**src/rtl/float_round_pipe.sv**
```systemverilog
`default_nettype none
// ============================================================================
// Module      : float_round_pipe
// Description : Two-stage valid/ready rounding stage. It applies one of five
//               rounding modes to a normalised mantissa using its guard and
//               sticky bits. A mantissa carry-out renormalises the result.
//               The stage flags inexact results and exponent overflow to
//               infinity.
// Revision    : 1.0 - initial release
// ============================================================================
module float_round_pipe #(
  parameter int MANT_W = 24,
  parameter int EXP_W  = 8
) (
  input  logic              Clock,
  input  logic              Reset,
  input  logic              in_valid,
  output logic              in_ready,
  input  logic [MANT_W-1:0] in_mant,
  input  logic [EXP_W-1:0]  in_exp,
  input  logic              in_sign,
  input  logic              in_R,
  input  logic              in_S,
  input  logic [2:0]        in_mode,
  output logic              out_valid,
  input  logic              out_ready,
  output logic [MANT_W-1:0] out_mant,
  output logic [EXP_W-1:0]  out_exp,
  output logic              out_sign,
  output logic              out_inexact,
  output logic              out_overflow
);

  localparam logic [EXP_W-1:0]  c_exp_ones = '1;
  localparam logic [MANT_W-1:0] c_mant_msb = {1'b1, {(MANT_W-1){1'b0}}};

  localparam logic [2:0] c_mode_rtz = 3'd1;
  localparam logic [2:0] c_mode_rdn = 3'd2;
  localparam logic [2:0] c_mode_rup = 3'd3;
  localparam logic [2:0] c_mode_rmm = 3'd4;

  // stage 1 state
  logic              r_v1;
  logic [MANT_W:0]   r_sum;
  logic [EXP_W-1:0]  r_exp;
  logic              r_sign;
  logic              r_inexact;
  logic              r_special;

  // handshake and datapath wires
  logic              w_en1;
  logic              w_en2;
  logic              w_inc;
  logic              w_special;
  logic [MANT_W:0]   w_sum;
  logic [EXP_W-1:0]  w_exp_inc;
  logic              w_carry;
  logic              w_ovf;
  logic [MANT_W-1:0] w_mant2;
  logic [EXP_W-1:0]  w_exp2;

  // A stage may load when it is empty or when its content moves on this cycle.
  assign w_en2    = !out_valid | out_ready;
  assign w_en1    = !r_v1 | w_en2;
  assign in_ready = w_en1;

  // Increment decision for the selected rounding mode; unused codes fall back to RNE.
  always_comb begin
    w_inc = in_R & (in_S | in_mant[0]);
    case (in_mode)
      c_mode_rtz: w_inc = 1'b0;
      c_mode_rdn: w_inc = in_sign & (in_R | in_S);
      c_mode_rup: w_inc = !in_sign & (in_R | in_S);
      c_mode_rmm: w_inc = in_R;
      default:    w_inc = in_R & (in_S | in_mant[0]);
    endcase
  end

  // Inf/NaN operands get no increment, so r_sum carries the untouched mantissa.
  assign w_special = (in_exp == c_exp_ones);
  assign w_sum     = {1'b0, in_mant} + {{MANT_W{1'b0}}, (w_inc & !w_special)};

  // Stage 1: register the incremented mantissa and the per-beat side information.
  always_ff @(posedge Clock or negedge Reset) begin
    if (!Reset) begin
      r_v1      <= 1'b0;
      r_sum     <= '0;
      r_exp     <= '0;
      r_sign    <= 1'b0;
      r_inexact <= 1'b0;
      r_special <= 1'b0;
    end else if (w_en1) begin
      r_v1 <= in_valid;
      if (in_valid) begin
        r_sum     <= w_sum;
        r_exp     <= in_exp;
        r_sign    <= in_sign;
        r_inexact <= in_R | in_S;
        r_special <= w_special;
      end
    end
  end

  // Renormalise on carry-out; a carry into the all-ones exponent becomes infinity.
  assign w_carry   = r_sum[MANT_W];
  assign w_exp_inc = r_exp + 1'b1;
  assign w_ovf     = !r_special & w_carry & (w_exp_inc == c_exp_ones);

  // Select the final mantissa and exponent for stage 2.
  always_comb begin
    w_mant2 = r_sum[MANT_W-1:0];
    w_exp2  = r_exp;
    if (!r_special && w_carry) begin
      w_mant2 = w_ovf ? '0 : c_mant_msb;
      w_exp2  = w_exp_inc;
    end
  end

  // Stage 2: output registers, held stable while downstream stalls.
  always_ff @(posedge Clock or negedge Reset) begin
    if (!Reset) begin
      out_valid    <= 1'b0;
      out_mant     <= '0;
      out_exp      <= '0;
      out_sign     <= 1'b0;
      out_inexact  <= 1'b0;
      out_overflow <= 1'b0;
    end else if (w_en2) begin
      out_valid <= r_v1;
      if (r_v1) begin
        out_mant     <= w_mant2;
        out_exp      <= w_exp2;
        out_sign     <= r_sign;
        out_inexact  <= r_inexact & !r_special;
        out_overflow <= w_ovf;
      end
    end
  end

endmodule
`default_nettype wire

```
**config.mk**
```make
export PLATFORM = sky130hd
export DESIGN_NAME = float_round_pipe
export DESIGN_NICKNAME = d
export VERILOG_FILES = /design/src/rtl/float_round_pipe.sv
export SDC_FILE = /design/constraint.sdc
export NUM_CORES = 1
export LEC_CHECK = 0
export CELL_PAD_IN_SITES_DETAIL_PLACEMENT = 1
export CELL_PAD_IN_SITES_GLOBAL_PLACEMENT = 1
export CORE_MARGIN = 2
export CORE_UTILIZATION = 38
export CTS_CLUSTER_DIAMETER = 50
export DETAILED_ROUTE_END_ITERATION = 16
export PLACE_DENSITY_LB_ADDON = 0.1
export REMOVE_ABC_BUFFERS = 1
export SETUP_SLACK_MARGIN = 0.4
export SLEW_MARGIN = 20
export SYNTH_ARGS = -nofsm -noshare
export SYNTH_HDL_FRONTEND = slang
export SYNTH_SLANG_ARGS = --single-unit
export TNS_END_PERCENT = 10
```
**constraint.sdc**
```tcl
create_clock -name Clock -period 1.9 [get_ports Clock]
set_clock_uncertainty 0.1 [all_clocks]
set_input_delay 0.19 -clock Clock [delete_from_list [all_inputs] [get_ports Clock]]
set_output_delay 0.19 -clock Clock [all_outputs]
set_load 0.03 [all_outputs]
```
==> impl_metrics.env, run 1 <==
export IMPL_status="complete, but fails checks"
export IMPL_violations="negative setup slack"
export IMPL_clock_sinks=73
export IMPL_grt_overflow=0
export IMPL_drt_wl_total_um=10940
export IMPL_grt_pass1_wl_um=18180
export IMPL_drive_gt1_share_pct=23.93
export IMPL_critPathArrivalTime_ps=2310
export IMPL_globalplace_congestion=0.8535
export IMPL_ir_worst_vdd_mv=0.4600
export IMPL_dieArea_mm2=0.01009
export IMPL_worstMarginPinSlew_ps=390.8
export IMPL_die_h_um=100.5
export IMPL_grt_pass1_vias=3729
export IMPL_netlist_area_mm2=0.003536
export IMPL_final_util_pct=57.03
export IMPL_slowest_delay_ps=490
export IMPL_dp_cells=627
export IMPL_viasPerCell=5.245
export IMPL_seq_power_share_pct=45.8
export IMPL_nFillCells=1075
export IMPL_slew_viol_final=0
export IMPL_port_buffers=78
export IMPL_path_clk_slew_ps=80
export IMPL_ios=79
export IMPL_synthXorXnorAreaFrac_pct=4.954
export IMPL_period_share_pct=113.0
export IMPL_ant_nets=0
export IMPL_drt_drc_violations_left=0
export IMPL_synth_top_family_by_area="simple AND/OR/NAND/NOR gates"
export IMPL_internal_power_uw=2777
export IMPL_rows=35
export IMPL_drt_initial_drc_count=71
export IMPL_synthAdderAreaFrac_pct=1.699
export IMPL_top_usage_layer="met2"
export IMPL_switching_share_pct=35.43
export IMPL_async_reset_ff_share_pct=100.0
export IMPL_grtUsageMet1_pct=27.43
export IMPL_dp_hpwl_um=7931
export IMPL_yosys_warnings=0
export IMPL_antenna_found_initial=0
export IMPL_first_pass_iters=4
export IMPL_final_cell_area_mm2=0.005220
export IMPL_placed_area_mm2=0.004827
export IMPL_synth_compound_area_share_pct=8.386
export IMPL_synth_top_cell_area_share_pct=51.66
export IMPL_pwr_share_clk_pct=25.3
export IMPL_grt_util_met2_pct=41.87
export IMPL_crit_path_end_kind="flip-flop"
export IMPL_initial_core_util_pct=38.63
export IMPL_core_mm2=0.009153
export IMPL_n_antenna_cell=0
export IMPL_p_per_area_mw_per_mm2=824.0
export IMPL_stdcell_count=646
export IMPL_fin_ws_ps=-246.4
export IMPL_path_cells="buf_6 > xnor2_2 > nor4b_2 > a21oi_1 > nor2_1 > ha_2 > ha_4 > nand2_2 > or3_4 > or4b_4 > a31oi_1"
export IMPL_power_frac_comb_pct=28.9
export IMPL_synth_edff_count=0
export IMPL_startpoint_type="primary input"
export IMPL_fmax_ghz=0.4659
export IMPL_areaGrowthSynthToFinish_pct=47.63
export IMPL_synth_cell_types=39
export IMPL_grt_max_degree=37
export IMPL_synth_mux_area_share_pct=0.3185
export IMPL_synth_seq_cells=73
export IMPL_synthSimpleGateAreaFrac_pct=29.97
export IMPL_period_needed_ps=2146
export IMPL_worstPathRequired_ps=2060
export IMPL_slew_headroom_pct=73.71
export IMPL_yosysMostFrequentCell="nand2_1"
export IMPL_clkLatencyLatePin_ps=340
export IMPL_h_tree_depth=3
export IMPL_syn_avg_cell_area_um2=8.796
export IMPL_tritoncts="done"
export IMPL_synth_common_cells="nand2_1 (116), dfrtp_1 (73), nand3_1 (37), o21ai_0 (31), clkbuf_1 (20)"
export IMPL_cts_buffer_depth=2
export IMPL_grt_use_met3_pct=3.259
export IMPL_setup_viol=21
export IMPL_nNetsFinal=577
export IMPL_synth_top_area_cell="dfrtp_1"
export IMPL_num_vias=3388
export IMPL_track_usage_pct=23.02
export IMPL_crit_type="primary input to flip-flop"
export IMPL_synth_flop_cell="dfrtp_1"
export IMPL_cts_root_buf="clkbuf_8"
export IMPL_cts_buffers=9
export IMPL_min_path_type="primary input to flip-flop"
export IMPL_synth_area_top_cells="dfrtp_1 (52%), nand2_1 (12%), nand3_1 (5.2%), o21ai_0 (4.4%), xnor2_1 (4.2%)"
export IMPL_cpMaxStageDelayCell="or4b_4"
export IMPL_rsz0062_at_grt="yes"
export IMPL_dieWidth_um=100.5
export IMPL_wl_per_cell_um=16.94
export IMPL_yosysSeqAreaShare_pct=51.66
export IMPL_cp_max_fo=4
export IMPL_p_total_uw=4301
export IMPL_syn_inst=402
export IMPL_drv_cap=0
export IMPL_p_sw_uw=1524
export IMPL_p_leak_uw=0.002404
export IMPL_finalHoldViolations=0
kinds of logic (layout without fill, tap and decap cells):
logic type	Yosys count	count (layout)
DFF	73	73
and+or+nand+nor	223	223
muxes	1	1
AOI/OAI and AO/OA	52	52
xor gates and xnor gates	20	20
buffers and inverters	28	161
adders and majority gates	5	5
flip-flops by register name (all words and copies together) (netlist names):
signal / cells
r_sign: 1
out_mant: 24
r_exp: 8
r_v1: 1
out_overflow: 1
out_inexact: 1
r_inexact: 1
out_exp: 8
r_sum: 25
r_special: 1
out_valid: 1
out_sign: 1
metrics by stage:
stage	hold slack, ps	setup TNS, ps	worst slack (ps)
CTS	92.88	-3303	-309.2
global placement	-10.39	-18300	-957.1
floorplan	-205.6	-4956	-449.0
finish	120.9	-2683	-246.4
global route	138.9	-4652	-378.7
detailed placement	-1.778	-20080	-1034
layout make-up:
type / count / area [µm²] / share of cell area [%]
Clock inverter: 5 / 32.53 / 0.6232
Timing Repair Buffer: 140 / 1241 / 23.78
Tap cell: 111 / 138.9 / 2.661
Clock buffer: 10 / 137.6 / 2.637
Sequential cell: 73 / 1834 / 35.14
Inverter: 6 / 22.52 / 0.4314
Multi-Input combinational cell: 301 / 1813 / 34.73
cell usage in the layout, fill, tap and decap left out, types with 3 or more instances in the layout:
cell               n
nand4_1            8
nor3_1             4
clkbuf_8          10
o21ai_0           19
nor2_1            14
or3_1              6
clkdlybuf4s50_1   25
buf_6              7
nand2_1          112
and4_1             4
o21ai_1           12
a31oi_1            9
a21oi_1            3
clkinvlp_4         3
nand2_2            3
nand3_1           33
dfrtp_1           67
xor2_1             3
xnor2_1           13
nor2_2             3
nand2b_1           3
xnor2_2            4
nand3_2            4
buf_4             55
clkdlybuf4s15_2    3
dfrtp_2            6
nand3b_1           3
dlygate4sd2_1     44
inv_1              6
routing by layer:
layer,routed length (µm),up-vias
met5,0,-
met4,184,0
met3,319,16
met2,5740,72
met1,4697,1670
li1,-,1630
critical path, delay by kind of cell:
kind | cells | cell delay, ps
AND/OR/NAND/NOR | 5 | 1280
AO/OA/AOI/OAI | 2 | 230
buffers and inverters | 1 | 100
XOR/XNOR | 1 | 130
adder cells (fa/ha/maj) | 2 | 370
final timing paths:
check                                        start                        to  slack [ps]  depth (start not counted)
max                                     in_mode[0]     r_sum[22]$_DFFE_PN0P_        -250                         11
min                                      in_exp[1]      r_exp[1]$_DFFE_PN0P_         120                          3
max reg2reg                   r_exp[0]$_DFFE_PN0P_  out_overflow$_DFFE_PN0P_         170                          5
min reg2reg                out_mant[5]$_DFFE_PN0P_   out_mant[5]$_DFFE_PN0P_         370                          2
max in group asynchronous                    Reset     r_sum[13]$_DFFE_PN0P_         970                          3
min in group asynchronous                    Reset    out_exp[1]$_DFFE_PN0P_         170                          2
power by group through the flow:
stage	clock network (µW)	registers, µW	logic (µW)
2_1_floorplan	0	2270	340
3_3_place_gp	0	1980	1270
3_5_place_dp	0	2000	1310
4_1_cts	1130	1970	1240
5_1_grt	1190	2000	1360
6_report	1090	1970	1240
repair_timing:
item / in CTS / in global routing
pin swaps: 26 / 21
endpoints found under the hold margin: 69 / 0
gates resized for setup: 114 / 19
buffers inserted: 2 / 0
hold buffers: 2 / 0
endpoints found under the setup margin: 66 / 46
Note: power is estimated with default switching activity, not from simulation.
==> inputs of run 2 (changes only) <==
CORE_MARGIN = unset   (was 2)
PLACE_DENSITY_LB_ADDON = 0.3   (was 0.1)
==> impl_metrics.env, run 2 (same netlist as run 1, synthesis figures left out) <==
export IMPL_status="complete, but fails checks"
export IMPL_violations="design-rule violations, negative setup slack"
export IMPL_largest_reg_flops=25
export IMPL_path_cells="buf_8 > xnor2_4 > nor4b_2 > a21oi_2 > nor2_2 > ha_4 > ha_4 > nand2_4 > or3_4 > or4_4 > a31oi_4"
export IMPL_regMostFlops="r_sum"
export IMPL_drt_drc_violations_left=5
export IMPL_dieWidth_um=98.46
export IMPL_areaGrowthSynthToFinish_pct=49.47
export IMPL_ios=79
export IMPL_viasPerCell=5.396
export IMPL_power_frac_comb_pct=29.8
export IMPL_nFillCells=1021
export IMPL_holdWs_ps=38.21
export IMPL_r2r_slack_ps=280
export IMPL_clock_sinks=73
export IMPL_wl_per_cell_um=18.30
export IMPL_initial_core_util_pct=39.96
export IMPL_drt_wl_total_um=11730
export IMPL_grt_overflow=0
export IMPL_min_path_type="primary input to flip-flop"
export IMPL_cpMaxStageDelayCell="or4_4"
export IMPL_final_common_cell="nand2_1"
export IMPL_cts_buffers=9
export IMPL_first_pass_iters=10
export IMPL_n_antenna_cell=0
export IMPL_ant_nets=0
export IMPL_p_per_area_mw_per_mm2=812.8
export IMPL_grt_max_degree=42
export IMPL_drv_cap=0
export IMPL_cp_common_cell="ha_4"
export IMPL_final_cell_mix="nand2_1 (113), dfrtp_1 (69), buf_4 (46)"
export IMPL_drt_initial_drc_count=138
export IMPL_tritoncts="done"
export IMPL_cts_root_buf="clkbuf_8"
export IMPL_seq_power_share_pct=45.9
export IMPL_rows=34
export IMPL_slew_headroom_pct=69.27
export IMPL_final_util_pct=59.73
export IMPL_period_needed_ps=2197
export IMPL_fmax_ghz=0.4552
export IMPL_cpLargestDelayFamily="simple AND/OR/NAND/NOR gates"
export IMPL_p_leak_uw=0.002449
export IMPL_cp_max_fo=4
export IMPL_dp_hpwl_um=7682
export IMPL_drive_gt1_share_pct=22.70
export IMPL_rsz0062_at_grt="yes"
export IMPL_switching_share_pct=35.74
export IMPL_period_share_pct=115.6
export IMPL_final_cell_area_mm2=0.005285
export IMPL_dp_cells=615
export IMPL_crit_type="primary input to flip-flop"
export IMPL_startpoint_type="primary input"
export IMPL_antenna_found_initial=0
export IMPL_finalHoldViolations=0
export IMPL_fin_ws_ps=-296.9
export IMPL_clkLatencyLatePin_ps=350
export IMPL_p_sw_uw=1535
export IMPL_core_mm2=0.008848
export IMPL_dieArea_mm2=0.009694
export IMPL_globalplace_congestion=0.8339
export IMPL_cts_buffer_depth=2
export IMPL_slowest_delay_ps=520
export IMPL_num_vias=3459
export IMPL_pwr_share_clk_pct=24.3
export IMPL_crit_path_end_kind="flip-flop"
export IMPL_path_clk_slew_ps=80
export IMPL_cp_num_buf_inv=1
export IMPL_placed_area_mm2=0.004771
export IMPL_internal_power_uw=2760
export IMPL_place_ws_ps=-1121
export IMPL_worstPathRequired_ps=2070
export IMPL_h_tree_depth=3
export IMPL_port_buffers=78
export IMPL_critPathArrivalTime_ps=2370
export IMPL_grt_pass1_vias=3640
export IMPL_setup_viol=13
export IMPL_worstMarginPinSlew_ps=461.0
export IMPL_grt_pass1_wl_um=18220
export IMPL_stdcell_count=641
export IMPL_ir_worst_vdd_mv=0.3767
export IMPL_nNetsFinal=574
export IMPL_track_usage_pct=24.21
export IMPL_slew_viol_final=0
export IMPL_die_h_um=98.46
export IMPL_reg_top3="r_sum (25), out_mant (24)"
run 2: changes by cell type in the layout (fill, tap and decap cells not counted), moves of 3 or more:
cell / before / now
o21ai_0: 19 / 22
buf_4: 55 / 46
dlymetal6s2s_1: 0 / 4
dlygate4sd2_1: 44 / 40
buf_6: 7 / 10
clkbuf_1: 0 / 3
clkinvlp_4: 3 / 0
o21ai_1: 12 / 9
run 2: per-stage QoR:
| step | power [µW] | TNS (ps) |
|---|---|---|
| after floorplan | 2607 | -4956 |
| after global placement | 3253 | -18010 |
| after detailed placement | 3305 | -20410 |
| after CTS | 4265 | -2931 |
| after global routing | 4528 | -2788 |
| final | 4295 | -1940 |
run 2: final timing paths:
check | from | endpoint | depth (start not counted)
min reg2reg | out_mant[3]$_DFFE_PN0P_ | out_mant[3]$_DFFE_PN0P_ | 2
min | in_exp[0] | r_exp[0]$_DFFE_PN0P_ | 3
max | in_sign | r_sum[18]$_DFFE_PN0P_ | 11
max reg2reg | r_exp[1]$_DFFE_PN0P_ | out_mant[23]$_DFFE_PN0P_ | 5
max in group asynchronous | Reset | out_mant[21]$_DFFE_PN0P_ | 3
min in group asynchronous | Reset | out_exp[0]$_DFFE_PN0P_ | 2
run 2: worst register-to-register path: stages (launching register included):
cell and delay, ps:
dfrtp_2 440, ha_4 160, nand2_2 50, or3_1 330
a221oi_2 310, a21oi_1 100
run 2: power by group through the flow:
stage | sequential (µW) | clock (µW) | combinational, µW
after detailed placement | 2000 | 0 | 1310
final | 1970 | 1050 | 1280
after floorplan | 2270 | 0 | 340
after CTS | 1960 | 1080 | 1230
after global placement | 1980 | 0 | 1270
after global routing | 2000 | 1140 | 1390
run 2: routing by layer:
layer	up-vias	share of wire [%]	track usage, %
li1	1632	-	-
met1	1698	42	30.50
met2	92	51	41.17
met3	37	3.4	4.043
met4	0	3.6	10.68
met5	-	0	0
run 2: repair_timing:
action / 4_1_cts / 5_1_grt
endpoints found under the setup margin: 66 / 40
hold buffers: 2 / 1
pin swaps: 24 / 26
resized for setup: 98 / 51
hold endpoints to repair: 33 / 1
setup buffers: 3 / 4
run 2: area by class of cell:
cell class	instances	area [µm²]	share of cell area (%)
flip-flops and latches	73	1832	34.66
repair buffers	137	1265	23.93
inverters	6	22.52	0.4261
clock buffers	12	135.1	2.557
well taps	108	135.1	2.557
multi-input cells	301	1876	35.49
clock inverters	4	20.02	0.3788
